==> config.mk <==
export PLATFORM = sky130hd
export DESIGN_NAME = full_adder
export DESIGN_NICKNAME = d
export VERILOG_FILES = /design/src/rtl/full_adder.sv
export SDC_FILE = /design/constraint.sdc
export NUM_CORES = 1
export LEC_CHECK = 0
export CORE_AREA = 5 5 42 44
export CTS_CLUSTER_DIAMETER = 80
export DETAILED_ROUTE_END_ITERATION = 10
export DIE_AREA = 0 0 47 49
export PLACE_DENSITY_LB_ADDON = 0.1
export SLEW_MARGIN = 20
export SYNTH_ARGS = -nofsm -noshare
export SYNTH_HDL_FRONTEND = slang
export SYNTH_SLANG_ARGS = --single-unit
==> constraint.sdc <==
create_clock -name clk -period 0.84 [get_ports clk]
set_clock_uncertainty 0.05 [all_clocks]
set_input_delay 0.126 -clock clk [delete_from_list [all_inputs] [get_ports clk]]
set_output_delay 0.126 -clock clk [all_outputs]
set_load 0.01 [all_outputs]
==> src/rtl/full_adder.sv <==
// Ripple-carry full adder of WIDTH bits with an optional one-cycle output register.
// The result is qualified by a valid strobe: registered (REGISTERED=1) or combinational (REGISTERED=0).
module full_adder #(
  parameter int WIDTH      = 1,
  parameter bit REGISTERED = 1'b1
) (
  input  logic             clk,
  input  logic             rst,
  input  logic             in_valid,
  input  logic [WIDTH-1:0] a,
  input  logic [WIDTH-1:0] b,
  input  logic             c,
  output logic [WIDTH-1:0] sum,
  output logic             carry,
  output logic             out_valid
);

  logic [WIDTH-1:0] sum_comb;
  logic             carry_comb;

  // The carry is walked bit by bit through a scalar, so the chain has no
  // self-dependent vector and each step is a textbook 1-bit cell.
  always_comb begin
    logic k;
    sum_comb = '0;
    k        = c;
    for (int i = 0; i < WIDTH; i++) begin
      sum_comb[i] = a[i] ^ b[i] ^ k;
      k           = (a[i] & b[i]) | (a[i] & k) | (b[i] & k);
    end
    carry_comb = k;
  end

  generate
    if (REGISTERED) begin : g_registered
      logic [WIDTH-1:0] sum_q;
      logic             carry_q;
      logic             valid_q;

      // Reset wins over in_valid; without in_valid the data holds and valid drops.
      always_ff @(posedge clk) begin
        if (rst) begin
          sum_q   <= '0;
          carry_q <= 1'b0;
          valid_q <= 1'b0;
        end else if (in_valid) begin
          sum_q   <= sum_comb;
          carry_q <= carry_comb;
          valid_q <= 1'b1;
        end else begin
          valid_q <= 1'b0;
        end
      end

      assign sum       = sum_q;
      assign carry     = carry_q;
      assign out_valid = valid_q;
    end else begin : g_combinational
      assign sum       = sum_comb;
      assign carry     = carry_comb;
      assign out_valid = in_valid & ~rst;
    end
  endgenerate

endmodule

# --- Yosys cells after proc, flatten, opt, wreduce, memory -nomap -nowiden ---
# Index checks and enable logic that the tools add are counted.
classes:
  add_sub_neg: 0
  multipliers: 0
  div: 0
  n_lt_le_gt_ge: 0
  eq_ne: 0
  n_shift: 0
  n_mux: 1
  n_bitwise: 7
  n_reduce_logical: 0
ops:
  columns: ["cell", "n"]
  rows:
  - ["1-bit bitwise AND", 3]
  - ["1-bit bitwise OR", 2]
  - ["1-bit bitwise XOR", 2]
  - ["1-bit two-way mux", 1]
word_totals:
  reg_bits: 3
  latchBits: 0
  ram_bits: 0
  mem_bits_ro: 0
  out_inout_bits: 3
  elab_cells: 11
  n_memories: 0

# --- Depth between registers and ports, before layout ---
# Gate-level depths: netlist of run 1.
depth:
  word_depth: 3
  depth_mapped: 3
  mapped_depth_nobuf: 3

# --- Worst setup path after synthesis of run 1 ---
# Ideal clock, no wire load.
synth_path:
  kind: "input -> register"
  start: "input a"
  end: "register g_registered.sum_q, in the netlist sum"
  setup_time_ps: 114
  t_arrival_ps: 747
  path_slack_ps: -71
  path_stages: 3
  n_path_buf: 0
  path_cell_list: "fa_1 > mux2i_1 > nor2_1"
synth_between:
  elab_chain_cells: 2
synth_lines:
  columns: ["element", "line_no", "rtl"]
  rows:
  - ["start: declaration", "10", "input logic [WIDTH-1:0] a,"]
  - ["1-bit bitwise XOR (2 in series)", "28", "sum_comb[i] = a[i] ^ b[i] ^ k;"]
  - ["end signal: assignment", "47", "sum_q <= sum_comb;"]
  - ["end: declaration", "36", "logic [WIDTH-1:0] sum_q;"]
# No other way between the ends.
# A chain may end at the register's enable or synchronous reset.

# --- Worst setup path in the final report of run 1 ---
layout_path:
  start: "register g_registered.sum_q, in the netlist sum"
  end: "output sum"
layout_rtl:
  columns: ["element", "line_no", "rtl"]
  rows:
  - ["end: declaration", "13", "output logic [WIDTH-1:0] sum,"]
# No word-level cell between the ends.

==> impl_results.md, run 1 <==
- Number of warnings issued by yosys: 0
- Count of buffers inserted at the top-level ports: 8
- Status: completed
- Largest net degree at the start of global routing: 4
- Final hold slack: between 200 and 300 ps
- Critical Path AT: between 600 and 700 ps
- Netlist cell types: 5
- Global route total overflow: 0
- Kind of start point of the critical path: flop
- Worst slew pin tran: 120.2 ps
- Number of antenna violations at the first check in global routing: 0
- CP max stage delay: between 300 and 400 ps
- Level count of the clock H-tree: 1
- Height of the die: between 40 and 50 µm
- WL final: between 300 and 400 µm
- Insertion delay to the later sink of the worst-skew pair: between 200 and 250 ps
- Reg-to-reg setup timing slack: around 190 ps
- Average cell area after synthesis: ~13 µm²
- Tightest Hold Check Type: in2reg
- CP Cell Sequence: buf_6
- Total via count in the routed design: ~110
- RSZ-0062 raised after global routing: true
- CP max-delay cell: dfxtp_2
- Hold path startpoint: b
- Chip width: 47 µm
- Violation count after the first detailed-route iteration: 0
- Power density of the placed cells: between 2000 and 2500 nW/µm²
- Number of nets produced by synthesis: 16
- Buf/Inv on CP: 1
- # IOs: 9
- Number of cell rows: 14
- Crit path max-delay family: flip-flops
- Layout net count: 29
- Count of clock tree sinks: 3
- Synthesized instance count: 9
- Routed wirelength normalized by instance count: about 8.6 µm
- TritonCTS clock tree: done
- Library cell used as clock root buffer: clkbuf_4
- Finished Cell Area: about 240 µm²
- Post-Synthesis Cell Area: 113.9 µm²
- Final setup vio count: 0
- Placed Cells: 33
- Max-cap violations: 0
- Proportion of synthesized chip area in sequential cells: 0.5275
- First-pass GRT wire length: roughly 460 µm
- Headroom to the max-slew limit: 0.9175
- Final critical delay including setup and external delays: 833.1 ps
- Vias/cell: between 2 and 3
- Area overhead of the layout relative to synthesis: 111.0%
- Critical path type: reg2out
- Peak fanout along the critical path: 2
- Worst Reg-to-Reg Cells: 2
- Number of cells on the worst hold path: 4
- Period Utilization, post-route: 0.9918
- Worst min-delay path endpoint: carry
- Ant. Diodes: 0
- Maximum clock frequency: approximately 1200 MHz
- Fraction of the core area covered by cells at the end of the flow: 0.1714
- Total leakage power: 0.1061 nW
- Count of unresolved DRC violations after routing: 0
- Detailed-router iteration count before antenna repair: 1
- GP Congestion: roughly 0.6
- Initial core utilization: 0.08125
- Max-slew violation count: 0
- Endpoint required time on the critical path: around 660 ps
- Launching point of the worst reg2reg path: carry
- Final instance count without filler cells: 37
- Seq cells post-synth: 3
- Worst supply voltage drop on vdd: approximately 0.32 mV
- Proportion of layout cells with a drive suffix above 1: 0.6190
- Number of clock buffers inserted by TritonCTS: 3
- Core Box Area: 1401 µm²
- Via count of the first global-routing pass: about 120
- Clock-pin transition on the worst setup and hold timing paths: 40 ps
- GRT Overall Usage: 0.03383
- Power after layout: between 0.4 and 0.5 mW
- RR Endpoint: carry
- Critical Path End Type: output port
- Post-placement cell area: approximately 220 µm²
- Overall die area: ~2300 µm²
- Maximum clock path buffer count: 2
- Total count of hold-check failures in the final report: 0
- Routed Antenna Nets: 0
[metrics by stage]
stage / setup slack (ps) / setup TNS, ps
after floorplan: -58.91 / -58.91
after global placement: -591.4 / -1684
after detailed placement: -591.3 / -1669
after CTS: -6.051 / -15.77
after global routing: -8.820 / -22.81
final: 6.862 / 0
[how the worst max path moves through the flow]
stage	startpoint	end	cells after the start
after floorplan	a	sum	3
after global placement	b	sum	4
after detailed placement	b	sum	4
after CTS	sum	sum	1
after global routing	sum	sum	1
final	sum	sum	1
[cell families after synthesis]
kind of cell               Yosys count  share of synthesized area
and+or+nand+nor                      3                     0.1209
muxes                                2                     0.1758
adders and majority gates            1                     0.1758
DFF                                  3                     0.5275
[power breakdown]
group	switching [mW]	leakage, nW	internal [mW]
logic	0.0259	0.0653	0.0457
clock network	0.0790	0.0150	0.178
registers	0.00602	0.0258	0.156
[routing by layer]
| layer | share of wire | vias up | global-route usage |
|---|---|---|---|
| li1 | - | 52 | - |
| met1 | 0.39 | 44 | 0.03304 |
| met2 | 0.38 | 8 | 0.02941 |
| met3 | 0.21 | 2 | 0.02952 |
| met4 | 0.025 | 0 | 0.05530 |
| met5 | 0 | - | 0 |
[cells in the final DEF (no fill, tap or decap), drive strengths merged]
cell type	count
dfxtp	3
dlygate4sd2	1
clkbuf	4
fa	1
clkdlybuf4s50	1
nor2b	1
buf	6
nor2	2
mux2i	2
[synth_stat cells]
| library cell | n | area [µm²] |
|---|---|---|
| nor2b_1 | 1 | 6.260 |
| nor2_1 | 2 | 7.510 |
| fa_1 | 1 | 20.02 |
| mux2i_1 | 2 | 20.02 |
| dfxtp_1 | 3 | 60.06 |
[state kept, by name (all words and copies together), names as in the netlist]
register,count
carry,1
out_valid,1
sum,1
[cell type report]
type,instances,area [µm²]
Clock buffer,4,26.28
Fill cell,169,1161
Multi-Input combinational cell,6,56.30
Sequential cell,3,63.81
Tap cell,16,20.02
Timing Repair Buffer,8,73.82
[repair_timing]
| action | 4_1_cts | 5_1_grt |
|---|---|---|
| setup endpoints to repair | 5 | 4 |
| pin swaps | 2 | 2 |
| buffers inserted | 0 | 0 |
| hold buffers | 0 | 0 |
| gates resized for setup | 29 | 3 |
Note: power is estimated with default switching activity, not from simulation.
==> inputs of run 2 (changes only) <==
--- a/config.mk
+++ b/config.mk
@@ -9,6 +9,7 @@
 export CTS_CLUSTER_DIAMETER = 80
 export DETAILED_ROUTE_END_ITERATION = 10
 export DIE_AREA = 0 0 47 49
+export DONT_BUFFER_PORTS = 1
 export PLACE_DENSITY_LB_ADDON = 0.1
 export SLEW_MARGIN = 20
 export SYNTH_ARGS = -nofsm -noshare
==> constraint.sdc (replaced) <==
create_clock -name clk -period 0.8 [get_ports clk]
set_clock_uncertainty 0.05 [all_clocks]
set_input_delay 0.12 -clock clk [delete_from_list [all_inputs] [get_ports clk]]
set_output_delay 0.12 -clock clk [all_outputs]
set_load 0.01 [all_outputs]
==> run 2 against run 1 <==
- setup slack improved by 24 ps
- worst hold slack got worse by 270 ps
- sequential share of layout area increased by 6.8 points
- core utilization decreased by 4.0 points
- critical path depth decreased by 1
- non-clock buffer count decreased by 6
- wire length decreased by 9.7%
- cell area decreased by 23%
- largest cell class is now flip-flops and latches
==> impl_results.md, run 2 (synthesis results as in run 1) <==
- Height of the die: 49 µm (unchanged)
- Number of antenna violations at the first check in global routing: 0 (unchanged)
- Power density of the placed cells: 2550 nW/µm² (+25%)
- Maximum clock frequency: around 1300 MHz
- Power after layout: 0.4690 mW (-4.4%)
- Insertion delay to the later sink of the worst-skew pair: 230 ps (about the same)
- Endpoint required time on the critical path: 630 ps (-30 ps)
- First-pass GRT wire length: 386 µm (-16%)
- Routed Antenna Nets: 0 (unchanged)
- Ant. Diodes: 0 (unchanged)
- Count of unresolved DRC violations after routing: 0 (unchanged)
- GRT Overall Usage: 0.03237 (-0.001455)
- Headroom to the max-slew limit: 0.9112 (-0.006333)
- Most common library cell in the layout ignoring fill and taps: clkbuf_4
- Total count of hold-check failures in the final report: 0 (unchanged)
- Critical Path End Type: output port
- Worst slew pin tran: 129.5 ps (+9.235 ps)
- Period Utilization, post-route: 0.9615
- Number of cell rows: 14 (unchanged)
- Number of clock buffers inserted by TritonCTS: 3 (unchanged)
- TritonCTS clock tree: done
- Vias/cell: 2.677 (-6.5%)
- Detailed-router iteration count before antenna repair: 1 (unchanged)
- WL final: 289 µm (-9.7%)
- Status: completed
- First element of the critical path: carry
- Post-placement cell area: 136.4 µm² (-37%)
- Violation count after the first detailed-route iteration: 0 (unchanged)
- Via count of the first global-routing pass: 89 (-24%)
- Proportion of layout cells with a drive suffix above 1: 0.3333 (-0.2857)
- Worst Reg-to-Reg Cells: 2 (unchanged)
- Largest net degree at the start of global routing: 4 (unchanged)
- Final setup vio count: 0 (unchanged)
- Max-slew violation count: 0 (unchanged)
- Routed wirelength normalized by instance count: 9.323 µm (+7.8%)
- Library cell used as clock root buffer: clkbuf_4
- Launching point of the worst reg2reg path: carry
- RSZ-0062 raised after global routing: false
- Chip width: 47 µm (unchanged)
- Core Box Area: 1401 µm² (unchanged)
- Critical path type: reg2out
- Area overhead of the layout relative to synthesis: 61.54%
- Peak fanout along the critical path: 2 (unchanged)
- RR Endpoint: carry
- Initial core utilization: 0.08125 (unchanged)
- Final hold slack: 4.454 ps (-271.0 ps)
- Count of clock tree sinks: 3 (unchanged)
- Count of buffers inserted at the top-level ports: 0 (-8)
- Reg-to-reg setup timing slack: 120 ps (-70 ps)
- Global route total overflow: 0 (unchanged)
- Final critical delay including setup and external delays: between 700 and 800 ps
- Fraction of the core area covered by cells at the end of the flow: 0.1313 (-0.04018)
- GP Congestion: 0.5992 (+1.1%)
- Max-cap violations: 0 (unchanged)
- Maximum clock path buffer count: 2 (unchanged)
- Total via count in the routed design: 83 (-22%)
- Kind of start point of the critical path: flop
- Finished Cell Area: 183.9 µm² (-23%)
- Overall die area: 2303 µm² (unchanged)
- Level count of the clock H-tree: 1 (unchanged)
- Commonest cells after routing, fill and taps aside: clkbuf_4, mux2i_1, nor2_1, dfxtp_1, dlygate4sd3_1
- Worst setup endpoint: carry
- Worst supply voltage drop on vdd: 0.5233 mV (+61%)
- Clock-pin transition on the worst setup and hold timing paths: 40 ps (about the same)
- Critical Path AT: 600 ps (-60 ps)
- Final total negative setup slack: 0 ps (unchanged)
- # IOs: 9 (unchanged)
- Number of post-CTS setup repair buffers: 0 (unchanged)
- Tightest Hold Check Type: in2reg
- Layout net count: 23 (-21%)
- Total leakage power: 0.07239 nW (-32%)
- Stages on the worst setup path: 0 (-1)
## run 2: changes by cell type in the layout (fill, tap and decap cells not counted)
cell / before / now
buf_6: 4 / 0
buf_2: 2 / 0
dfxtp_1: 0 / 2
dfxtp_2: 3 / 1
dlygate4sd3_1: 0 / 2
clkdlybuf4s50_1: 1 / 0
dlygate4sd2_1: 1 / 0
## run 2: worst min-delay path by stage
stage,slack [ps],startpoint,cells past startpoint,end
5_1_grt,0.9,in_valid,2,sum
4_1_cts,-40,in_valid,1,out_valid
3_3_place_gp,140,rst,1,carry
2_1_floorplan,140,rst,1,carry
3_5_place_dp,140,rst,1,carry
6_report,4,in_valid,2,sum
## run 2: timing repair
action                                  4_1_cts  5_1_grt
resized for setup                             0        1
hold endpoints to repair                      3        1
endpoints found under the setup margin        0        1
hold buffers                                  1        1
## run 2: layer usage
layer / vias to the layer above / routed length [µm] / global-route usage
met2: 9 / 87 / 0.01584
met1: 32 / 115 / 0.02851
met5: - / 0 / 0
li1: 42 / - / -
met3: 0 / 86 / 0.06273
met4: 0 / 0 / 0.04147
## run 2: power breakdown
| part | leakage [nW] | internal (mW) | total, mW | switching [mW] |
|---|---|---|---|---|
| combinational | 0.0322 | 0.0215 | 0.0337 | 0.0122 |
| sequential | 0.0252 | 0.163 | 0.174 | 0.0117 |
| clock | 0.0150 | 0.187 | 0.261 | 0.0742 |
| total | 0.0724 | 0.371 | 0.469 | 0.0981 |
## run 2: metrics by stage
stage | cells | setup WS [ps]
after floorplan | 9 | -92.91
after global placement | 25 | -132.5
after detailed placement | 25 | -134.3
after CTS | 30 | 3.366
after global routing | 31 | 1.883
final | 31 | 30.78
## run 2: layout make-up
type                       count  area (µm²)
clock buffer                   4       26.28
fill                         169        1217
multi-input combinational      6       56.30
sequential                     3       61.31
tap                           16       20.02
timing repair buffer           2       20.02
==> inputs of run 3 (changes only) <==
--- a/config.mk
+++ b/config.mk
@@ -5,12 +5,14 @@
 export SDC_FILE = /design/constraint.sdc
 export NUM_CORES = 1
 export LEC_CHECK = 0
+export ABC_AREA = 1
 export CORE_AREA = 5 5 42 44
 export CTS_CLUSTER_DIAMETER = 80
 export DETAILED_ROUTE_END_ITERATION = 10
 export DIE_AREA = 0 0 47 49
 export DONT_BUFFER_PORTS = 1
 export PLACE_DENSITY_LB_ADDON = 0.1
+export SETUP_SLACK_MARGIN = 0.4
 export SLEW_MARGIN = 20
 export SYNTH_ARGS = -nofsm -noshare
 export SYNTH_HDL_FRONTEND = slang
==> run 3 against run 2 <==
- the flow now finishes with violations (negative hold slack)
- sequential power about the same
- synthesized area rose by 13%
- fmax grew 2.3%
- cell count rose by 19%
- cell area unchanged
- global-route usage increased by 0.50 points
- combinational power is 14% lower
- synthesized cell count up 89%
- register-to-register slack better by 50 ps
- worst hold slack lost 100 ps
- via count is 34% higher
==> impl_results.md, run 3 <==
- Insertion delay to the later sink of the worst-skew pair: 230 ps (about the same)
- RSZ-0062 raised after global routing: true
- Ant. Diodes: 0 (unchanged)
- Total leakage power: 0.08976 nW (+24%)
- Detailed-router iteration count before antenna repair: 1 (unchanged)
- Worst supply voltage drop on vdd: 0.4264 mV (-19%)
- Peak fanout along the critical path: 2 (unchanged)
- Final critical delay including setup and external delays: 751.9 ps (-17.31 ps)
- Max-slew violation count: 0 (unchanged)
- Number of warnings issued by yosys: 0 (unchanged)
- Status: finished, violations left
- Synthesized instance count: 17 (+8)
- Power after layout: 0.4667 mW (-0.49%)
- Number of clock buffers inserted by TritonCTS: 3 (unchanged)
- GP Congestion: 0.6353 (+6.0%)
- Library cell with the largest summed area after synthesis: dfxtp_1
- Max-cap violations: 0 (unchanged)
- Vias/cell: 3.000 (+12%)
- Finished Cell Area: 183.9 µm² (unchanged)
- Library cell used as clock root buffer: clkbuf_4
- Global route total overflow: 0 (unchanged)
- Tightest Hold Check Type: in2reg
- Period Utilization, post-route: 0.9399 (-0.02164)
- Endpoint required time on the critical path: 630 ps (about the same)
- Number of flops mapped to enable cells by yosys: 0 (unchanged)
- Chip width: 47 µm (unchanged)
- Count of clock tree sinks: 3 (unchanged)
- Sum of net half-perimeters after detailed placement: 249.2 µm
- Area occupied by multi-input gates: 56.30 µm² (unchanged)
- Proportion of synthesized chip area in sequential cells: 0.4660 (-0.06145)
- Number of nets produced by synthesis: 24 (+8)
- Ranking of synthesized cells by instance count: nor2_1, inv_1, nand2_1
- TritonCTS clock tree: done
- Fraction of the core area covered by cells at the end of the flow: 0.1313 (unchanged)
- Seq cells post-synth: 3 (unchanged)
- Routed wirelength normalized by instance count: 8.054 µm (-14%)
- Power density of the placed cells: 2537 nW/µm² (-0.49%)
- Final hold slack: -97.38 ps (-101.8 ps)
- Core Box Area: 1401 µm² (unchanged)
- Worst slew pin tran: 88.93 ps (-40.54 ps)
- Total via count in the routed design: 111 (+34%)
- Sequential standard cell area: 66.31 µm² (+8.2%)
- Routed Antenna Nets: 0 (unchanged)
- Number of antenna violations at the first check in global routing: 0 (unchanged)
- Number of cell rows: 14 (unchanged)
- Initial core utilization: 0.09196 (+0.01071)
- Placed Cells: 33 (+32%)
- Post-placement cell area: 151.4 µm² (+11%)
- Layout net count: 29 (+26%)
- GRT Overall Usage: 0.03732 (+0.004952)
- Largest net degree at the start of global routing: 6 (+2)
- Height of the die: 49 µm (unchanged)
- Via count of the first global-routing pass: 140 (+57%)
- Critical path type: reg2out
- Number of post-CTS setup repair buffers: 0 (unchanged)
- Count of unresolved DRC violations after routing: 0 (unchanged)
- Clock-pin transition on the worst setup and hold timing paths: 40 ps (about the same)
- Final instance count without filler cells: 37 (+19%)
- Final setup vio count: 0 (unchanged)
- # IOs: 9 (unchanged)
- Maximum clock frequency: 1330 MHz (+2.3%)
- Flip-flop cell with the highest count after synthesis: dfxtp_1
- Top post-synthesis cells by area: dfxtp_1, fa_1, nor2_1
- Violation count after the first detailed-route iteration: 0 (unchanged)
- Commonest cells after routing, fill and taps aside: nor2_1, inv_1, nand2_1, clkbuf_4, dfxtp_2
- Maximum clock path buffer count: 2 (unchanged)
- Synth top area share: 0.4660 (-0.06145)
- Netlist cell types: 5 (unchanged)
- WL final: 298 µm (+3.1%)
- Total count of hold-check failures in the final report: 3 (+3)
- Count of buffers inserted at the top-level ports: 0 (unchanged)
- Kind of start point of the critical path: flop
- Critical Path AT: 580 ps (-20 ps)
- Overall die area: 2303 µm² (unchanged)
- Headroom to the max-slew limit: 0.9407 (+0.02950)
- Post-Synthesis Cell Area: 128.9 µm² (+13%)
- Area overhead of the layout relative to synthesis: 42.72%
- Critical Path End Type: output port
- Average cell area after synthesis: 7.581 µm² (-40%)
- Violated checks: negative hold slack
- Proportion of layout cells with a drive suffix above 1: 0.3333 (unchanged)
- Most repeated cell in the gate-level netlist after synthesis: nor2_1
- Most common library cell in the layout ignoring fill and taps: nor2_1
- Fill cell instance count of the final layout: 169 (unchanged)
- Level count of the clock H-tree: 1 (unchanged)
- First-pass GRT wire length: 524 µm (+36%)
- Share of flip-flops with an asynchronous set or reset: 0 (unchanged)
-- run 3: cell count changes after synthesis, sizes merged --
| cell | change |
|---|---|
| inv | +4 |
| mux2i | -2 |
| nand2 | +4 |
| nor2 | +3 |
| nor2b | -1 |
-- run 3: worst paths after layout --
check | startpoint | to | slack [ps] | cells past startpoint
max | carry | carry | 50 | 0
min reg2reg | carry | carry | 460 | 2
max reg2reg | sum | sum | 170 | 2
min | rst | out_valid | -100 | 1
-- run 3: stage by stage --
step / worst slack, ps / setup TNS (ps)
6_report: 48.09 / 0
5_1_grt: 22.53 / 0
4_1_cts: 31.80 / 0
3_5_place_dp: -167.6 / -251.2
3_3_place_gp: -165.2 / -241.5
2_1_floorplan: -123.0 / -166.1
-- run 3: logic make-up after synthesis --
| family | after synthesis | synth area share |
|---|---|---|
| buffers and inverters | 4 | 0.1165 |
| flip-flops | 3 | 0.4660 |
| AND/OR/NAND/NOR | 9 | 0.2621 |
| adder cells (fa/ha/maj) | 1 | 0.1553 |
-- run 3: layout make-up --
class | instances | share of cell area
Clock buffer | 4 | 0.1429
Sequential cell | 3 | 0.3605
Tap cell | 16 | 0.1088
Inverter | 4 | 0.08163
Multi-Input combinational cell | 10 | 0.3061
-- run 3: what timing repair did --
action,4_1_cts,5_1_grt
pin swaps,0,0
hold endpoints to repair,3,3
gates resized for setup,2,1
endpoints found under the setup margin,5,5
gates cloned,0,0
-- run 3: metal layers --
layer	share of wire	GRT usage	up-vias
met1	0.32	0.02857	52
met4	0	0.04147	0
li1	-	-	55
met5	0	0	-
met3	0.16	0.04059	0
met2	0.52	0.04525	4
-- run 3: power breakdown --
group / switching [mW] / internal [mW] / leakage, nW
logic: 0.0151 / 0.0139 / 0.0487
clock network: 0.0762 / 0.187 / 0.0150
registers: 0.0121 / 0.163 / 0.0261
total: 0.103 / 0.363 / 0.0898
==> edit 1 (config.mk and constraints of run 2) <==
Add an input register stage for `in_valid`, `a`, `b` and `c`, without a reset; this delays them by one clock. Comments in the files are not updated.
--- a/src/rtl/full_adder.sv
+++ b/src/rtl/full_adder.sv
@@ -16,4 +16,16 @@
 );
 
+  logic in_valid_q;
+  logic [WIDTH-1:0] a_q;
+  logic [WIDTH-1:0] b_q;
+  logic c_q;
+
+  always_ff @(posedge clk) begin
+    in_valid_q <= in_valid;
+    a_q        <= a;
+    b_q        <= b;
+    c_q        <= c;
+  end
+
   logic [WIDTH-1:0] sum_comb;
   logic             carry_comb;
@@ -24,8 +36,8 @@
     logic k;
     sum_comb = '0;
-    k        = c;
+    k        = c_q;
     for (int i = 0; i < WIDTH; i++) begin
-      sum_comb[i] = a[i] ^ b[i] ^ k;
-      k           = (a[i] & b[i]) | (a[i] & k) | (b[i] & k);
+      sum_comb[i] = a_q[i] ^ b_q[i] ^ k;
+      k           = (a_q[i] & b_q[i]) | (a_q[i] & k) | (b_q[i] & k);
     end
     carry_comb = k;
@@ -44,5 +56,5 @@
           carry_q <= 1'b0;
           valid_q <= 1'b0;
-        end else if (in_valid) begin
+        end else if (in_valid_q) begin
           sum_q   <= sum_comb;
           carry_q <= carry_comb;
@@ -59,5 +71,5 @@
       assign sum       = sum_comb;
       assign carry     = carry_comb;
-      assign out_valid = in_valid & ~rst;
+      assign out_valid = in_valid_q & ~rst;
     end
   endgenerate
Formal check against the unedited RTL: not equivalent (a bounded check fails within 4 cycles, from zero or initial values and one cycle with rst high).
==> edit 1 against run 2 <==
The run now ends with negative setup slack left; highest routed layer unchanged; first-iteration DRC count increased by 1; non-clock buffer count increased by 3; sequential power increased by 130%; routed wire length increased by 12%; critical endpoint is now sum$_SDFFE_PP0P_; sequential cell count increased by 4; fmax decreased by 31%; design area increased by 62%; worst setup slack got worse by 0.34 ns; synthesized area increased by 70%; global-route usage increased by 0.65 points; total power increased by 58%; critical path type is now flop to flop.
==> edit 1: results (changes against run 2) <==
Outcome
  – Status: finished, violations left
  – Failing checks: negative setup slack

Finish
  – Fin util: 21.25% (+8.1 points)
  – Clock buf/inv share: 8.824% (-5.5 points)
  – Bufs w/o clock: 5 (+3)
  – Seq_cells: 7 (+4)
  – Non-Filler Instances: 38 (+23%)
  – Seq area share: 48.74% (+15 points)
  – Number of fill cells in the layout: 163 (-3.6%)
  – Nets: 30 (+30%)
  – Fraction of layout cells with a size suffix above 1: 36.36% (+3.0 points)

Drt
  – Met3 WL: 66 um (-23%)
  – Vias per cell: 3.184 (+19%)
  – Drt first-iter violations: 1 (+1)
  – Routed wl met2: 151 um (+74%)
  – Routed wire length: 324 um (+12%)
  – Drt pass-1 iters: 2 (+1)
  – Post-Route M1 WL: 107 um (-7.0%)

Global routing
  – Met3 GRT Util: 7.380% (+1.1 points)
  – Largest net degree at the start of global routing: 5 (+1)
  – Met2 Use GR: 3.846% (+2.3 points)
  – Initial antenna violation count: 0 (unchanged)
  – First-pass GRT wire length: 489 um (+27%)

Power and ir drop
  – Clk pwr share: 41.4% (-14 points)
  – Comb group: 0.0000414 W (+23%)
  – Leak: 0.1192 nW (+65%)
  – P_sw: 0.0001485 W (+51%)
  – Flop pwr share: 53.0% (+16 points)

Placement
  – Dpl ws: -0.3255 ns (-0.1912 ns)
  – Placer Congestion: 0.6049 (+0.95%)
  – Dpl cells: 29 (+16%)
  – Dpl cell area: 216.5 sq um (+59%)

STA
  – Final worst slack: -0.3087 ns (-0.3395 ns)
  – Final Setup Violations: 2 (+2)
  – Final setup TNS: -0.5342 ns (-0.5342 ns)
  – Worst rel slew slack: 91.60% (+0.47 points)

Critical path
  – CP arrival: 1.24 ns (+0.64 ns)
  – Critical Path Fanout Max: 1 (-1)
  – Worst setup path category: flop to flop
  – Reg2reg path depth: 3 (+1)

Hold path
  – Worst hold stages: 1 (-1)

Logic synthesis
  – Post-synthesis sequential area ratio: 72.26% (+20 points)
  – YS warnings: 0 (unchanged)
  – Synth area leaders: dfxtp_1 (72%), fa_1 (10%), mux2i_1 (10%)
  – Mapped Nets: 20 (+4)

Clock tree
  – CTS Buf Count: 3 (unchanged)
  – Post-cts gate resize count: 3 (+3)
  – Post-CTS Hold Buffers: 4 (+3)
  – Setup Buffers After CTS: 0 (unchanged)
==> edit 1: cell types whose count changed in the layout (fill, tap and decap cells not counted) <==
| cell | run 2 | this run |
|---|---|---|
| dfxtp_2 | 1 | 4 |
| dlygate4sd3_1 | 2 | 5 |
| dfxtp_1 | 2 | 3 |
==> edit 1: logic make-up (layout without fill, tap and decap cells) <==
kind of cell | Yosys count | after routing | share of synthesized area, %
buf+inv | 0 | 9 | 0
simple gates | 3 | 3 | 7.100
fa+ha+maj | 1 | 1 | 10.32
flops | 7 | 7 | 72.26
mux | 2 | 2 | 10.32
==> edit 1: final timing paths <==
kind | from | end | slack, ns
setup reg to reg | a_q$_DFF_P_ | sum$_SDFFE_PP0P_ | -0.31
setup / recovery | a_q$_DFF_P_ | sum$_SDFFE_PP0P_ | -0.31
hold / removal | a | a_q$_DFF_P_ | 0.37
hold reg to reg | in_valid_q$_DFF_P_ | out_valid$_SDFF_PP0_ | 0.44
==> edit 2 (config.mk and constraints of run 2) <==
Without the edit above. Register the output `sum`, with the module's reset; this adds one clock of latency there. The other outputs are not delayed to match.
--- a/src/rtl/full_adder.sv
+++ b/src/rtl/full_adder.sv
@@ -15,4 +15,6 @@
   output logic             out_valid
 );
+
+  logic [WIDTH-1:0] sum_d;
 
   logic [WIDTH-1:0] sum_comb;
@@ -53,9 +55,9 @@
       end
 
-      assign sum       = sum_q;
+      assign sum_d     = sum_q;
       assign carry     = carry_q;
       assign out_valid = valid_q;
     end else begin : g_combinational
-      assign sum       = sum_comb;
+      assign sum_d     = sum_comb;
       assign carry     = carry_comb;
       assign out_valid = in_valid & ~rst;
@@ -63,4 +65,12 @@
   endgenerate
 
+  always_ff @(posedge clk) begin
+    if (rst) begin
+      sum <= '0;
+    end else begin
+      sum <= sum_d;
+    end
+  end
+
 endmodule
 
Check against the original RTL: not equivalent (a bounded check fails within 4 cycles, from zero or initial values and one cycle with rst high).
==> edit 2 against run 2 <==
The flow now finishes with violations (negative setup slack); count of clock-buffer cells in the layout fell by 1; combinational power rose by 30%; routed wire length rose by 6.9%; fmax fell by 8.4%; sequential cell count rose by 1; synthesized area rose by 23%; sequential power rose by 29%; total power rose by 11%; via count rose by 24%; sequential share of layout area rose by 3.6 points; worst setup slack got worse by 0.070 ns; synthesized cell count rose by 22%; design area rose by 20%; critical path type unchanged; largest cell class unchanged.
==> edit 2: results (changes against run 2) <==
Drt
  – Highest routed metal layer: met4
  – Post-Route M1 WL: 103 um (-10%)
  – Wire per inst: 9.364 um (+0.44%)
  – Vias per cell: 3.121 (+17%)
  – Met3 WL: 77 um (-10%)
  – Drt pass-1 iters: 1 (unchanged)
  – Drt first-iter violations: 0 (unchanged)
  – Routed wl met2: 115 um (+32%)

Logic synthesis
  – Most frequent cells after synthesis: dfxtp_1 (4), mux2i_1 (2), nor2_1 (2), nor2b_1 (2), fa_1 (1)
  – Ys async rst share: 0% (unchanged)
  – Post-synthesis mux area share: 14.29% (-3.3 points)
  – Compound-Gate Fraction of Synth Area: 0% (unchanged)
  – Synth Area in XOR/XNOR: 0% (unchanged)
  – Number of distinct library cells after synthesis: 5 (unchanged)
  – Post-synthesis sequential area ratio: 57.14% (+4.4 points)
  – Mapped Nets: 18 (+2)
  – YS warnings: 0 (unchanged)
  – Top FF cell, synth: dfxtp_1
  – Post-synthesis adder-cell area fraction: 14.29% (-3.3 points)
  – Synth area leaders: dfxtp_1 (57%), fa_1 (14%), mux2i_1 (14%)

Clock tree
  – H-tree levels: 1 (unchanged)
  – CTS Buf Count: 3 (unchanged)
  – Root Buffer: clkbuf_4
  – Setup Buffers After CTS: 0 (unchanged)
  – Clock buffer depth: 2 (unchanged)
  – Clk slew on worst S/H paths: 0.04 ns (about the same)
  – Worst-Skew Late Latency: 0.24 ns

Hold path
  – Worst hold stages: 2 (unchanged)
  – Hold crit path type: input pin to flop

Global routing
  – Gr usage total: 4.082% (+0.84 points)
  – First-pass GRT wire length: 545 um (+41%)
  – Vias in the first global route: 114 (+28%)
  – Initial antenna violation count: 0 (unchanged)
  – Largest net degree at the start of global routing: 5 (+1)

STA
  – Worst-margin pin slew: 0.1599 ns (+0.03039 ns)
  – Final Setup Violations: 1 (+1)
  – Final worst slack: -0.03931 ns (-0.07009 ns)

Critical path
  – Critical path's top delay family: flip-flops
  – Reg2reg path depth: 2 (unchanged)
  – Critical Path Fanout Max: 2 (unchanged)
  – CP max-delay cell: dfxtp_2
  – CP arrival: 0.67 ns (+0.07 ns)
  – Crit-path max cell delay: ~0.32 ns

Outcome
  – Failing checks: negative setup slack
  – Status: finished, violations left

Placement
  – Placer Congestion: 0.6041 (+0.82%)
  – Port bufs: 0 (unchanged)
  – Dpl ws: -0.1086 ns (+0.02566 ns)

Finish
  – Ant diodes: 0 (unchanged)
  – Nets: 26 (+13%)
  – Fraction of layout cells with a size suffix above 1: 35.29% (+2.0 points)

Power and ir drop
  – Net Sw Frac: 21.04% (+0.11 points)
  – VDD IR-drop max: 1.017 mV (+94%)
  – Leak: 0.09661 nW (+33%)
## edit 2: worst paths after layout
| path | slack (ns) | endpoint | startpoint |
|---|---|---|---|
| worst max-delay path | -0.04 | carry | carry$_SDFFE_PP0P_ |
| worst min-delay path | 0.002 | carry$_SDFFE_PP0P_ | in_valid |
| worst max register to register | 0.15 | carry$_SDFFE_PP0P_ | carry$_SDFFE_PP0P_ |
| worst min register to register | 0.42 | sum$_SDFF_PP0_ | g_registered.sum_q$_SDFFE_PP0P_ |
## edit 2: kinds of logic after synthesis
logic type / count (synthesis)
adders and majority gates: 1
muxes: 2
and+or+nand+nor: 4
DFF: 4
## edit 2: per-layer routing
metal / vias to the layer above / track usage, %
met3: 2 / 7.011
met2: 10 / 4.072
met4: 0 / 2.765
met1: 42 / 3.289
met5: - / 0
li1: 49 / -
## edit 2: power groups by stage
stage	Clock (W)	Sequential, W	Combinational, W
6_report	0.000253	0.000225	0.0000437
4_1_cts	0.000259	0.000226	0.0000443
5_1_grt	0.000276	0.000227	0.0000525
2_1_floorplan	0	0.000226	0.0000208
3_5_place_dp	0	0.000227	0.0000312
3_3_place_gp	0	0.000227	0.0000319
## edit 2: timing repair
| item | 4_1_cts | 5_1_grt |
|---|---|---|
| hold endpoints to repair | 4 | 0 |
| resized for setup | 2 | 1 |
| setup endpoints to repair | 1 | 2 |
| hold buffers | 2 | 0 |
| pin swaps | 0 | 0 |
## edit 2: cell type report
class | count | area, sq um
Tap cell | 16 | 20.02
Sequential cell | 4 | 81.33
Clock buffer | 3 | 22.52
Timing Repair Buffer | 3 | 33.78
Fill cell | 170 | 1181
Multi-Input combinational cell | 7 | 62.56
## edit 2: through the flow
| stage | TNS (ns) | cell area [sq um] | instances | total power [W] |
|---|---|---|---|---|
| 6_report | -0.03931 | 220.2 | 33 | 0.0005213 |
| 5_1_grt | -0.06218 | 220.2 | 33 | 0.0005548 |
| 4_1_cts | -0.08756 | 217.7 | 33 | 0.0005286 |
| 3_5_place_dp | -0.1355 | 170.2 | 28 | 0.0002587 |
| 3_3_place_gp | -0.1382 | 170.2 | 28 | 0.0002592 |
| 2_1_floorplan | -0.09668 | 142.6 | 11 | 0.0002471 |
